### config.mk
export PLATFORM = sky130hd
export DESIGN_NAME = mem_port_arbiter
export DESIGN_NICKNAME = d
export VERILOG_FILES = /design/src/rtl/mem_arb_pkg.sv /design/src/rtl/rr_arbiter2.sv /design/src/rtl/mem_port_arbiter.sv
export SDC_FILE = /design/constraint.sdc
export NUM_CORES = 1
export LEC_CHECK = 0
export CAP_MARGIN = 25
export CORE_AREA = 2 2 94 96
export DETAILED_ROUTE_END_ITERATION = 6
export DIE_AREA = 0 0 96 98
export PLACE_DENSITY = 0.73
export SLEW_MARGIN = 15
export SYNTH_ARGS = -nofsm -noshare
export SYNTH_HDL_FRONTEND = slang
export SYNTH_HIERARCHICAL = 1
export SYNTH_SLANG_ARGS = --single-unit
### constraint.sdc
create_clock -name clk -period 2.1 [get_ports clk]
set_clock_uncertainty 0.1 [all_clocks]
set_input_delay 0.21 -clock clk [delete_from_list [all_inputs] [get_ports clk]]
set_output_delay 0.21 -clock clk [all_outputs]
set_load 0.03 [all_outputs]
### src/rtl/mem_arb_pkg.sv
// Shared types and helpers for the fetch/data memory port arbiter.
// Latency: n/a (types and pure functions only).
// Backpressure: n/a.
package mem_arb_pkg;

   localparam int ADDR_MAX = 64;

   typedef enum logic {OWN_IF, OWN_D} owner_t;

   typedef struct packed {
      logic   valid;
      owner_t owner;
      logic   err;
      logic   is_write;
   } resp_t;

   // Word aligned and inside the memory; callers zero-extend their address.
   function automatic logic addr_legal(input logic [ADDR_MAX-1:0] addr,
                                       input int unsigned         depth);
      return (addr[1:0] == 2'b00) && ((addr >> 2) < ADDR_MAX'(depth));
   endfunction

endpackage

### src/rtl/rr_arbiter2.sv
// Two-way round-robin arbiter: one-hot grant, last winner loses a tie.
// Latency: grant is combinational from the requests in the same cycle.
// Backpressure: a losing request is expected to hold until it is granted.
module rr_arbiter2
   import mem_arb_pkg::*;
(
   input  logic clk,
   input  logic rst,
   input  logic req_if,
   input  logic req_d,
   output logic gnt_if,
   output logic gnt_d
);

   owner_t last_winner;

   always_comb begin
      gnt_if = 1'b0;
      gnt_d  = 1'b0;
      if (!rst) begin
         if (req_if && req_d) begin
            if (last_winner == OWN_D) gnt_if = 1'b1;
            else                      gnt_d  = 1'b1;
         end else begin
            gnt_if = req_if;
            gnt_d  = req_d;
         end
      end
   end

   // Reset to DATA so the first tie after reset goes to fetch.
   always_ff @(posedge clk or posedge rst) begin
      if (rst) begin
         last_winner <= OWN_D;
      end else if (gnt_if || gnt_d) begin
         last_winner <= gnt_d ? OWN_D : OWN_IF;
      end
   end

endmodule

### src/rtl/mem_port_arbiter.sv
// Shares one single-port word memory between fetch and load/store ports.
// Latency: grant same cycle, response (rvalid/rdata/err) one cycle later.
// Backpressure: one access per cycle; the losing port holds its request.
module mem_port_arbiter
   import mem_arb_pkg::*;
#(
   parameter  int WIDTH = 32,
   parameter  int DEPTH = 20,
   localparam int AW    = $clog2(DEPTH)
) (
   input  logic             clk,
   input  logic             rst,

   input  logic             if_req,
   input  logic [WIDTH-1:0] if_addr,
   output logic             if_gnt,
   output logic             if_rvalid,
   output logic [WIDTH-1:0] if_rdata,
   output logic             if_err,

   input  logic             d_req,
   input  logic             d_we,
   input  logic [WIDTH-1:0] d_addr,
   input  logic [WIDTH-1:0] d_wdata,
   output logic             d_gnt,
   output logic             d_rvalid,
   output logic [WIDTH-1:0] d_rdata,
   output logic             d_err,

   output logic             mem_en,
   output logic             mem_we,
   output logic [AW-1:0]    mem_addr,
   output logic [WIDTH-1:0] mem_wdata,
   input  logic [WIDTH-1:0] mem_rdata
);

   logic             any_gnt;
   logic [WIDTH-1:0] sel_addr;
   logic             sel_legal;
   logic [WIDTH-1:0] rdata_sel;
   resp_t            resp_d;
   resp_t            resp_q;

   rr_arbiter2 u_arb (
      .clk    (clk),
      .rst    (rst),
      .req_if (if_req),
      .req_d  (d_req),
      .gnt_if (if_gnt),
      .gnt_d  (d_gnt)
   );

   assign any_gnt   = if_gnt | d_gnt;
   assign sel_addr  = d_gnt ? d_addr : if_addr;
   assign sel_legal = addr_legal(ADDR_MAX'(sel_addr), DEPTH);

   // Illegal accesses are still granted but never touch the memory.
   always_comb begin
      mem_en    = 1'b0;
      mem_we    = 1'b0;
      mem_addr  = '0;
      mem_wdata = '0;
      if (any_gnt && sel_legal) begin
         mem_en    = 1'b1;
         mem_we    = d_gnt & d_we;
         mem_addr  = sel_addr[AW+1:2];
         mem_wdata = d_wdata;
      end
   end

   always_comb begin
      resp_d          = '0;
      resp_d.valid    = any_gnt;
      resp_d.owner    = d_gnt ? OWN_D : OWN_IF;
      resp_d.err      = any_gnt & ~sel_legal;
      resp_d.is_write = d_gnt & d_we;
   end

   // Async reset drops any outstanding response.
   always_ff @(posedge clk or posedge rst) begin
      if (rst) begin
         resp_q <= '0;
      end else begin
         resp_q <= resp_d;
      end
   end

   // Stores and errors return zero data regardless of the memory bus.
   assign rdata_sel = (resp_q.valid && !resp_q.err && !resp_q.is_write) ? mem_rdata : '0;

   assign if_rvalid = resp_q.valid && (resp_q.owner == OWN_IF);
   assign if_rdata  = if_rvalid ? rdata_sel : '0;
   assign if_err    = if_rvalid & resp_q.err;

   assign d_rvalid  = resp_q.valid && (resp_q.owner == OWN_D);
   assign d_rdata   = d_rvalid ? rdata_sel : '0;
   assign d_err     = d_rvalid & resp_q.err;

endmodule

### Word-level counts from Yosys, hierarchy flattened

Cells that the tools add are included.

* register bits after elaboration: 5
* bits of input ports: 133
* output and inout bits: 109
* logic and storage cells: 39

* $lt $le $gt $ge: 1
* muxes and demuxes: 15
* bitwise logic cells: 7
* reduce and logical (&&, ||, !) cells: 11

Operator list (count)
* 32-bit 2-to-1 mux: 5
* 30-bit by 5-bit less-than comparator with 1-bit output, second input constant: 1
* 1-bit 2-to-1 mux: 9
* 1-bit logical AND: 7
* 5-bit 2-to-1 mux: 1
* 1-bit AND: 4
* 1-bit zero test: 2
* 2-bit zero test: 1
* 1-bit inverter: 2
* 1-bit logical OR: 1
* 1-bit OR: 1

### Longest topological paths before layout

Gate-level depths: netlist (run 1).

* depth after elaboration: 8
* gate-level depth with buffers: 9
* mapped depth without buffers: 6

### By module

The synthesis (run 1) kept the hierarchy.

Modules (own cells, without submodules)
* mem_port_arbiter: instances 1, cells each 205, area an instance 1317.5 µm², sequential area each 100.1 µm²
* rr_arbiter2: instances 1, cells each 8, area an instance 72.6 µm², sequential area each 26.3 µm²

### Worst setup path before layout (run 1)

No wires, ideal clock.

* kind: in2out
* start: input d_req
* end: output mem_wdata[10]
* arrival: 2.852 ns
* required time: 1.790 ns
* path slack: -1.062 ns
* cell stages on the path: 7
* path buffers: 1
* cell sequence: or2b_1 a21oi_1 nor4b_2 nand4_1 a221o_1 clkbuf_1 nor3_1

* longest elaborated chain between the ends: 8
* elaborated cells between the ends (all ways): 12
* those cells by class: 1 x order compare; 6 x mux; 1 x bitwise; 4 x reduce/logical

Ends and longest elaborated chain
* start: declaration: RTL line mem_port_arbiter.sv:21 `input logic d_req,`
* 1-bit logical AND: RTL line rr_arbiter2.sv:21 `if (req_if && req_d) begin`
* 1-bit 2-to-1 mux (*): RTL line rr_arbiter2.sv:21
* 1-bit 2-to-1 mux (*): RTL line rr_arbiter2.sv:20 `if (!rst) begin`
* via d_gnt: RTL line mem_port_arbiter.sv:25 `output logic d_gnt,`
* 32-bit 2-to-1 mux: RTL line mem_port_arbiter.sv:54 `assign sel_addr = d_gnt ? d_addr : if_addr;`
* 30-bit by 5-bit less-than comparator with 1-bit output / 2-bit zero test (equally long branches): RTL line mem_arb_pkg.sv:20 `return (addr[1:0] == 2'b00) && ((addr >> 2) < ADDR_MAX'(depth));`
* 1-bit logical AND: RTL line mem_arb_pkg.sv:20
* 1-bit logical AND (*): RTL line mem_port_arbiter.sv:63 `if (any_gnt && sel_legal) begin`
* 32-bit 2-to-1 mux (*): RTL line mem_port_arbiter.sv:63
* end: declaration: RTL line mem_port_arbiter.sv:33 `output logic [WIDTH-1:0] mem_wdata,`

The timed path passes the listed nets; every way through them passes the cells marked *.

### Worst setup path after layout (run 1)

* start: register u_arb.last_winner
* end: output mem_wdata[27]

* longest elaborated chain between the ends: 8
* elaborated cells between the ends (all ways): 13
* those cells by class: 1 x order compare; 8 x mux; 1 x bitwise; 3 x reduce/logical

Ends and longest elaborated chain
* start: declaration: RTL line rr_arbiter2.sv:15 `owner_t last_winner;`
* start signal: assignment: RTL line rr_arbiter2.sv:36 `last_winner <= gnt_d ? OWN_D : OWN_IF;`
* 1-bit 2-to-1 mux: RTL line rr_arbiter2.sv:22 `if (last_winner == OWN_D) gnt_if = 1'b1;`
* 1-bit 2-to-1 mux: RTL line rr_arbiter2.sv:21
* 1-bit 2-to-1 mux: RTL line rr_arbiter2.sv:20
* 32-bit 2-to-1 mux: RTL line mem_port_arbiter.sv:54
* 30-bit by 5-bit less-than comparator with 1-bit output / 2-bit zero test (equally long branches): RTL line mem_arb_pkg.sv:20
* 1-bit logical AND: RTL line mem_arb_pkg.sv:20
* 1-bit logical AND (*): RTL line mem_port_arbiter.sv:63
* 32-bit 2-to-1 mux (*): RTL line mem_port_arbiter.sv:63

Mark *: on every way between the ends. The rest lies on a longest branch, timed or not.

==> results.json, run 1 <==
{
  "status": "finished with violations",
  "violations": "setup timing",
  "synth_area_leaders": "and2_1 (30%), nor3_2 (14%), nand2_1 (9.7%), dfrtp_1 (7.2%), nor3_1 (6.8%)",
  "finalWorstSetupSlack_ps": -537,
  "synth.most_common_cell": "and2_1",
  "critPathSlowestCell": "a221o_4",
  "yosys.area_share.simple_pct": 74.6,
  "start_util_pct": 16.4,
  "synth_xor_area_share_pct": 0,
  "power.switching_w": 0.000352,
  "synth_top_area_cell": "and2_1",
  "cts-root-buf": "clkbuf_8",
  "seq_area_frac_synth_pct": 9.09,
  "fill_cells": 742,
  "regArea_sq_um": 126,
  "worstPathRequired_ps": 1790,
  "grt.overflow.total": 0,
  "drv_cap": 0,
  "p_per_area_nw_per_um2": 206,
  "finalCriticalPeriod_ps": 2640,
  "post-route-period-util_pct": 126,
  "ctsHtreeMaxLevel": 1,
  "synthCells": 213,
  "crit_path_end_kind": "output pin",
  "swShare_pct": 36.8,
  "viasPerCell": 4.39,
  "power_frac_comb_pct": 69.5,
  "tritoncts": "yes",
  "async_reset_ff_share_pct": 100,
  "clkLatencyLatePin_ps": 220,
  "synth_seq_cells": 5,
  "path_delay_family": "compound AO/OA/AOI/OAI gates",
  "fp.dieH_microns": 98,
  "relSlewSlack_pct": 66.1,
  "rows": 34,
  "power_leakage_nw": 2.35,
  "grt_pass1_vias": 2705,
  "max_freq_mhz": 379,
  "ant_nets": 0,
  "cp-start-kind": "flop",
  "syn-num-nets": 346,
  "synth_compound_area_share_pct": 7.74,
  "worstPathCellList": "a21oi_4, nor4b_4, nand4_1, buf_4, a221o_4, buf_16, nor3_4, buf_6",
  "hold_viol_final": 0,
  "post_drt_wl_per_cell_microns": 13.8,
  "cp_max_fo": 7,
  "first_iter_violations": 25,
  "min_path_type": "primary input to asynchronous set/reset pin",
  "hpwl_microns": 6710,
  "power_frac_clock_pct": 18.5,
  "finalSetupTns_ps": -19140,
  "multi_input_area_sq_um": 1590,
  "numCtsBuffers": 3,
  "crit_type": "flop to output pin",
  "synth_top_area_share_pct": 30.2,
  "remaining_drc_errors": 0,
  "synth.cell_area_sq_um": 1390,
  "grt_max_degree": 33,
  "synth_common_cells": "and2_1 (67), nand2_1 (36), nor3_2 (20), nor3_1 (19), clkbuf_1 (11)",
  "synthMuxAreaShare_pct": 0.720,
  "worst_pin_slew_ps": 502,
  "finalPower_w": 0.000958,
  "ir_drop_mv": 0.136,
  "track_usage_pct": 16.8,
  "avgSynthCellArea_sq_um": 6.53,
  "synth_cell_types": 33,
  "core_sq_um": 8470,
  "arrival_ps": 2330,
  "synth_edf_count": 0,
  "antenna_found_initial": 0,
  "place_congestion": 0.741,
  "cts_buffer_depth": 2,
  "antennaDiodeCount": 0,
  "drt_pass1_iterations": 4,
  "ys.flop_type": "dfrtp_1",
  "drive_gt1_share_pct": 41.3,
  "cpPeakStageDelay_ps": 450,
  "clock_sinks": 5,
  "fp.dieW_microns": 96,
  "setup_viol": 39,
  "rsz0062_at_grt": "yes",
  "critPathBufInv": 3,
  "synth_warnings": 6,
  "design_area_sq_um": 4660,
  "num_vias": 2601,
  "p_seq_share_pct": 12.0,
  "synthAdderAreaFrac_pct": 0,
  "die_area_sq_um": 9410,
  "area_delta_synth_final_pct": 235,
  "placed_area_sq_um": 4250,
  "port_buffers": 241,
  "slew_violations": 0,
  "p_int_w": 0.000606,
  "synth_top_family_by_area": "simple AND/OR/NAND/NOR gates",
  "grt_pass1_wl_microns": 12700,
  "clk_pin_slew_worst_paths_ps": 30,
  "ioPinCount": 242,
  "finalNetCount": 618,
  "routed_wl_microns": 8140
}
-- what timing repair did --
item	in CTS	in global routing
setup endpoints to repair	48	88
resized for setup	64	9
hold endpoints to repair	4	0
pin swaps	23	9
buffers inserted	6	3
gates cloned	3	0
hold buffers	1	0
-- cell families after synthesis --
logic type,Yosys count
multiplexers,1
AO/OA/AOI/OAI,13
flip-flops,5
buffers and inverters,22
AND/OR/NAND/NOR,172
-- per-layer routing --
metal  track usage (%)  vias up  share of wire (%)
li1                  -     1276                  -
met1              16.0     1161                 32
met2              34.2      153                 56
met3              3.70       11                 11
met4              4.51        0                1.6
met5                 0        -                  0
-- layout by cell type (no fill, tap or decap), types with 5 or more instances in the layout --
| cell | n |
|---|---|
| clkdlybuf4s50_1 | 133 |
| buf_4 | 89 |
| and2_1 | 67 |
| buf_6 | 42 |
| nand2_1 | 35 |
| nor3_4 | 35 |
| dlygate4sd2_1 | 9 |
| nor2_1 | 7 |
| buf_12 | 6 |
| nor4_1 | 5 |
-- flip-flops by register name (all words and copies together), names as in the netlist --
register / flops
resp_q: 4
u_arb/last_winner: 1
-- power groups by stage --
stage | clock network [W] | logic (W) | registers, W
after CTS | 0.000181 | 0.000662 | 0.000115
after floorplan | 0 | 0.000258 | 0.000115
after global routing | 0.000186 | 0.000713 | 0.000117
after detailed placement | 0 | 0.000655 | 0.000116
after global placement | 0 | 0.000648 | 0.000116
final | 0.000177 | 0.000666 | 0.000115
-- through the flow --
| stage | utilization, % | hold slack, ps | cells | setup WS, ps |
|---|---|---|---|---|
| after detailed placement | 50.3 | 462 | 575 | -878 |
| after global placement | 50.3 | 464 | 575 | -822 |
| final | 55.0 | 19.9 | 592 | -537 |
| after CTS | 54.2 | 21.1 | 589 | -541 |
| after global routing | 55.0 | 39.9 | 592 | -662 |
| after floorplan | - | -124 | 213 | -349 |
-- layout make-up --
class | instances | share of cell area, %
Timing Repair Buffer | 284 | 59.0
Multi-Input combinational cell | 187 | 34.1
Tap cell | 108 | 2.90
Sequential cell | 5 | 2.71
Clock buffer | 4 | 0.967
Inverter | 4 | 0.322
-- final timing paths --
| check | cells past startpoint | slack, ps | from | endpoint |
|---|---|---|---|---|
| setup / recovery | 8 | -540 | u_arb/last_winner | mem_wdata[27] |
| hold / removal | 3 | 20 | rst | u_arb/last_winner |
| setup reg to reg | 8 | 140 | u_arb/last_winner | resp_q[1] |
| hold reg to reg | 2 | 530 | u_arb/last_winner | u_arb/last_winner |
| max in group asynchronous | 4 | 1290 | rst | resp_q[3] |
| min in group clk | 4 | 300 | rst | u_arb/last_winner |
-- worst register-to-register path: stages, from the launching register on --
cell and delay, ps:
dfstp_2 550, a21oi_4 80, buf_6 130, nor4_4 140
nand2_2 110, buf_6 150, a221oi_1 340, buf_4 170
a21oi_1 70
Note: power is estimated with default switching activity, not from simulation.
==> run 2: changes to the inputs <==
--- a/config.mk
+++ b/config.mk
@@ -10,6 +10,7 @@
 export DETAILED_ROUTE_END_ITERATION = 6
 export DIE_AREA = 0 0 96 98
 export PLACE_DENSITY = 0.73
+export RECOVER_POWER = 25
 export SLEW_MARGIN = 15
 export SYNTH_ARGS = -nofsm -noshare
 export SYNTH_HDL_FRONTEND = slang
==> run 2 against run 1 <==
Effect of this change:
- the flow still finishes with violations (setup timing)
- combinational power hardly changed
- power hardly changed
- sequential power hardly changed
- final cell count stayed put
- worst setup slack hardly changed
- routed wire length stayed put
- first-iteration DRC count stayed put
- hold slack worse by 2.2 ps
- die area stayed put
- fmax hardly changed
==> results.json, run 2 (synthesized netlist as in run 1, its figures left out) <==
{
  "cts-root-buf": "clkbuf_8",
  "regMostFlops": "resp_q",
  "finalSetupTns_ps": -19140,
  "worst_pin_slew_ps": 502,
  "remaining_drc_errors": 0,
  "fp.dieH_microns": 98,
  "hold_viol_final": 0,
  "setup_viol": 39,
  "max_freq_mhz": 379,
  "place_ws_ps": -878,
  "min_path_type": "primary input to asynchronous set/reset pin",
  "first_iter_violations": 25,
  "final_common_cell": "clkdlybuf4s50_1",
  "cp_max_fo": 7,
  "largest_reg_flops": 4,
  "finalWorstSetupSlack_ps": -537,
  "grt_max_degree": 33,
  "post_drt_wl_per_cell_microns": 13.8,
  "power_leakage_nw": 2.35,
  "rsz0062_at_grt": "yes",
  "drt_pass1_iterations": 4,
  "area_delta_synth_final_pct": 235,
  "ir_drop_mv": 0.136,
  "finalCriticalPeriod_ps": 2640,
  "core_sq_um": 8470,
  "largestRegisters": "resp_q x4, u_arb/last_winner x1",
  "port_buffers": 241,
  "clk_pin_slew_worst_paths_ps": 30,
  "ioPinCount": 242,
  "regArea_sq_um": 126,
  "post-route-period-util_pct": 126,
  "violations": "setup timing",
  "antennaDiodeCount": 0,
  "grt_pass1_wl_microns": 12700,
  "clkLatencyLatePin_ps": 220,
  "grt.overflow.total": 0,
  "cp-start-kind": "flop",
  "die_area_sq_um": 9410,
  "ant_nets": 0,
  "viasPerCell": 4.39,
  "slew_violations": 0,
  "track_usage_pct": 16.8,
  "drive_gt1_share_pct": 41.1,
  "cts_buffer_depth": 2,
  "p_per_area_nw_per_um2": 206,
  "place_congestion": 0.741,
  "routed_wl_microns": 8140,
  "relSlewSlack_pct": 66.1,
  "stdcell_count": 592,
  "rows": 34,
  "numCtsBuffers": 3,
  "start_util_pct": 16.4,
  "num_vias": 2601,
  "clock_sinks": 5,
  "finalPower_w": 0.000957,
  "crit_path_end_kind": "output pin",
  "placedCellCount": 575,
  "multi_input_area_sq_um": 1590,
  "grt_pass1_vias": 2705,
  "worstPathRequired_ps": 1790,
  "tritoncts": "yes",
  "fp.dieW_microns": 96,
  "finalNetCount": 618,
  "hpwl_microns": 6710,
  "mostFrequentLayoutCells": "clkdlybuf4s50_1 (133), buf_4 (88), and2_1 (67), buf_6 (42)",
  "fin_util_pct": 55.0,
  "drv_cap": 0,
  "fill_cells": 742,
  "status": "finished with violations",
  "crit_type": "flop to output pin",
  "antenna_found_initial": 0,
  "arrival_ps": 2330,
  "ctsHtreeMaxLevel": 1
}
run 2: cell types whose count changed in the layout (fill, tap and decap cells not counted):
cell / previous run / this run
clkbuf_1: 1 / 2
buf_4: 89 / 88
run 2: through the flow:
step / area [sq um] / hold slack (ps)
6_report: 4650 / 17.7
5_1_grt: 4650 / 43.4
4_1_cts: 4590 / 21.1
3_5_place_dp: 4250 / 462
3_3_place_gp: 4250 / 464
2_1_floorplan: 1760 / -124
run 2: cell type report:
type / instances / share of cell area, %
repair buffers: 284 / 58.9
flip-flops and latches: 5 / 2.72
well taps: 108 / 2.90
inverters: 4 / 0.323
clock buffers: 4 / 0.968
multi-input cells: 187 / 34.2
run 2: path summary, 6_finish.rpt:
check	from	end	slack, ps	depth (start not counted)
max	u_arb/last_winner	mem_wdata[27]	-540	8
min	rst	u_arb/last_winner	20	3
max reg2reg	u_arb/last_winner	resp_q[1]	140	8
min reg2reg	u_arb/last_winner	u_arb/last_winner	530	2
max in group asynchronous	rst	resp_q[3]	1290	4
min in group clk	rst	u_arb/last_winner	330	4
run 2: power breakdown:
| group | switching, W | leakage, nW | internal, W | total, W |
|---|---|---|---|---|
| Combinational | 0.000298 | 2.26 | 0.000367 | 0.000665 |
| Sequential | 0.00000760 | 0.0622 | 0.000107 | 0.000115 |
| Clock | 0.0000471 | 0.0228 | 0.000130 | 0.000177 |
| Total | 0.000352 | 2.35 | 0.000605 | 0.000957 |
run 2: per-layer routing:
layer	GRT usage (%)	up-vias	part of all wire [%]	wire (microns)
met2	34.2	153	56	4550
met5	0	-	0	0
li1	-	1276	-	-
met4	4.51	0	1.6	127
met3	3.70	11	11	856
met1	16.0	1161	32	2620
run 2: worst max-delay path, stage by stage, from the launching register on:
cell,delay [ps]
dfstp_2,370
a21oi_4,210
nor4b_4,230
nand4_1,150
buf_4,170
a221o_4,450
buf_16,180
nor3_4,170
buf_6,150
run 2: what timing repair did:
action	4_1_cts	5_1_grt
gates resized for setup	64	9
endpoints found under the setup margin	48	88
hold buffers	1	0
pin swaps	23	9
cloned	3	0
hold endpoints to repair	4	0
setup buffers	6	3
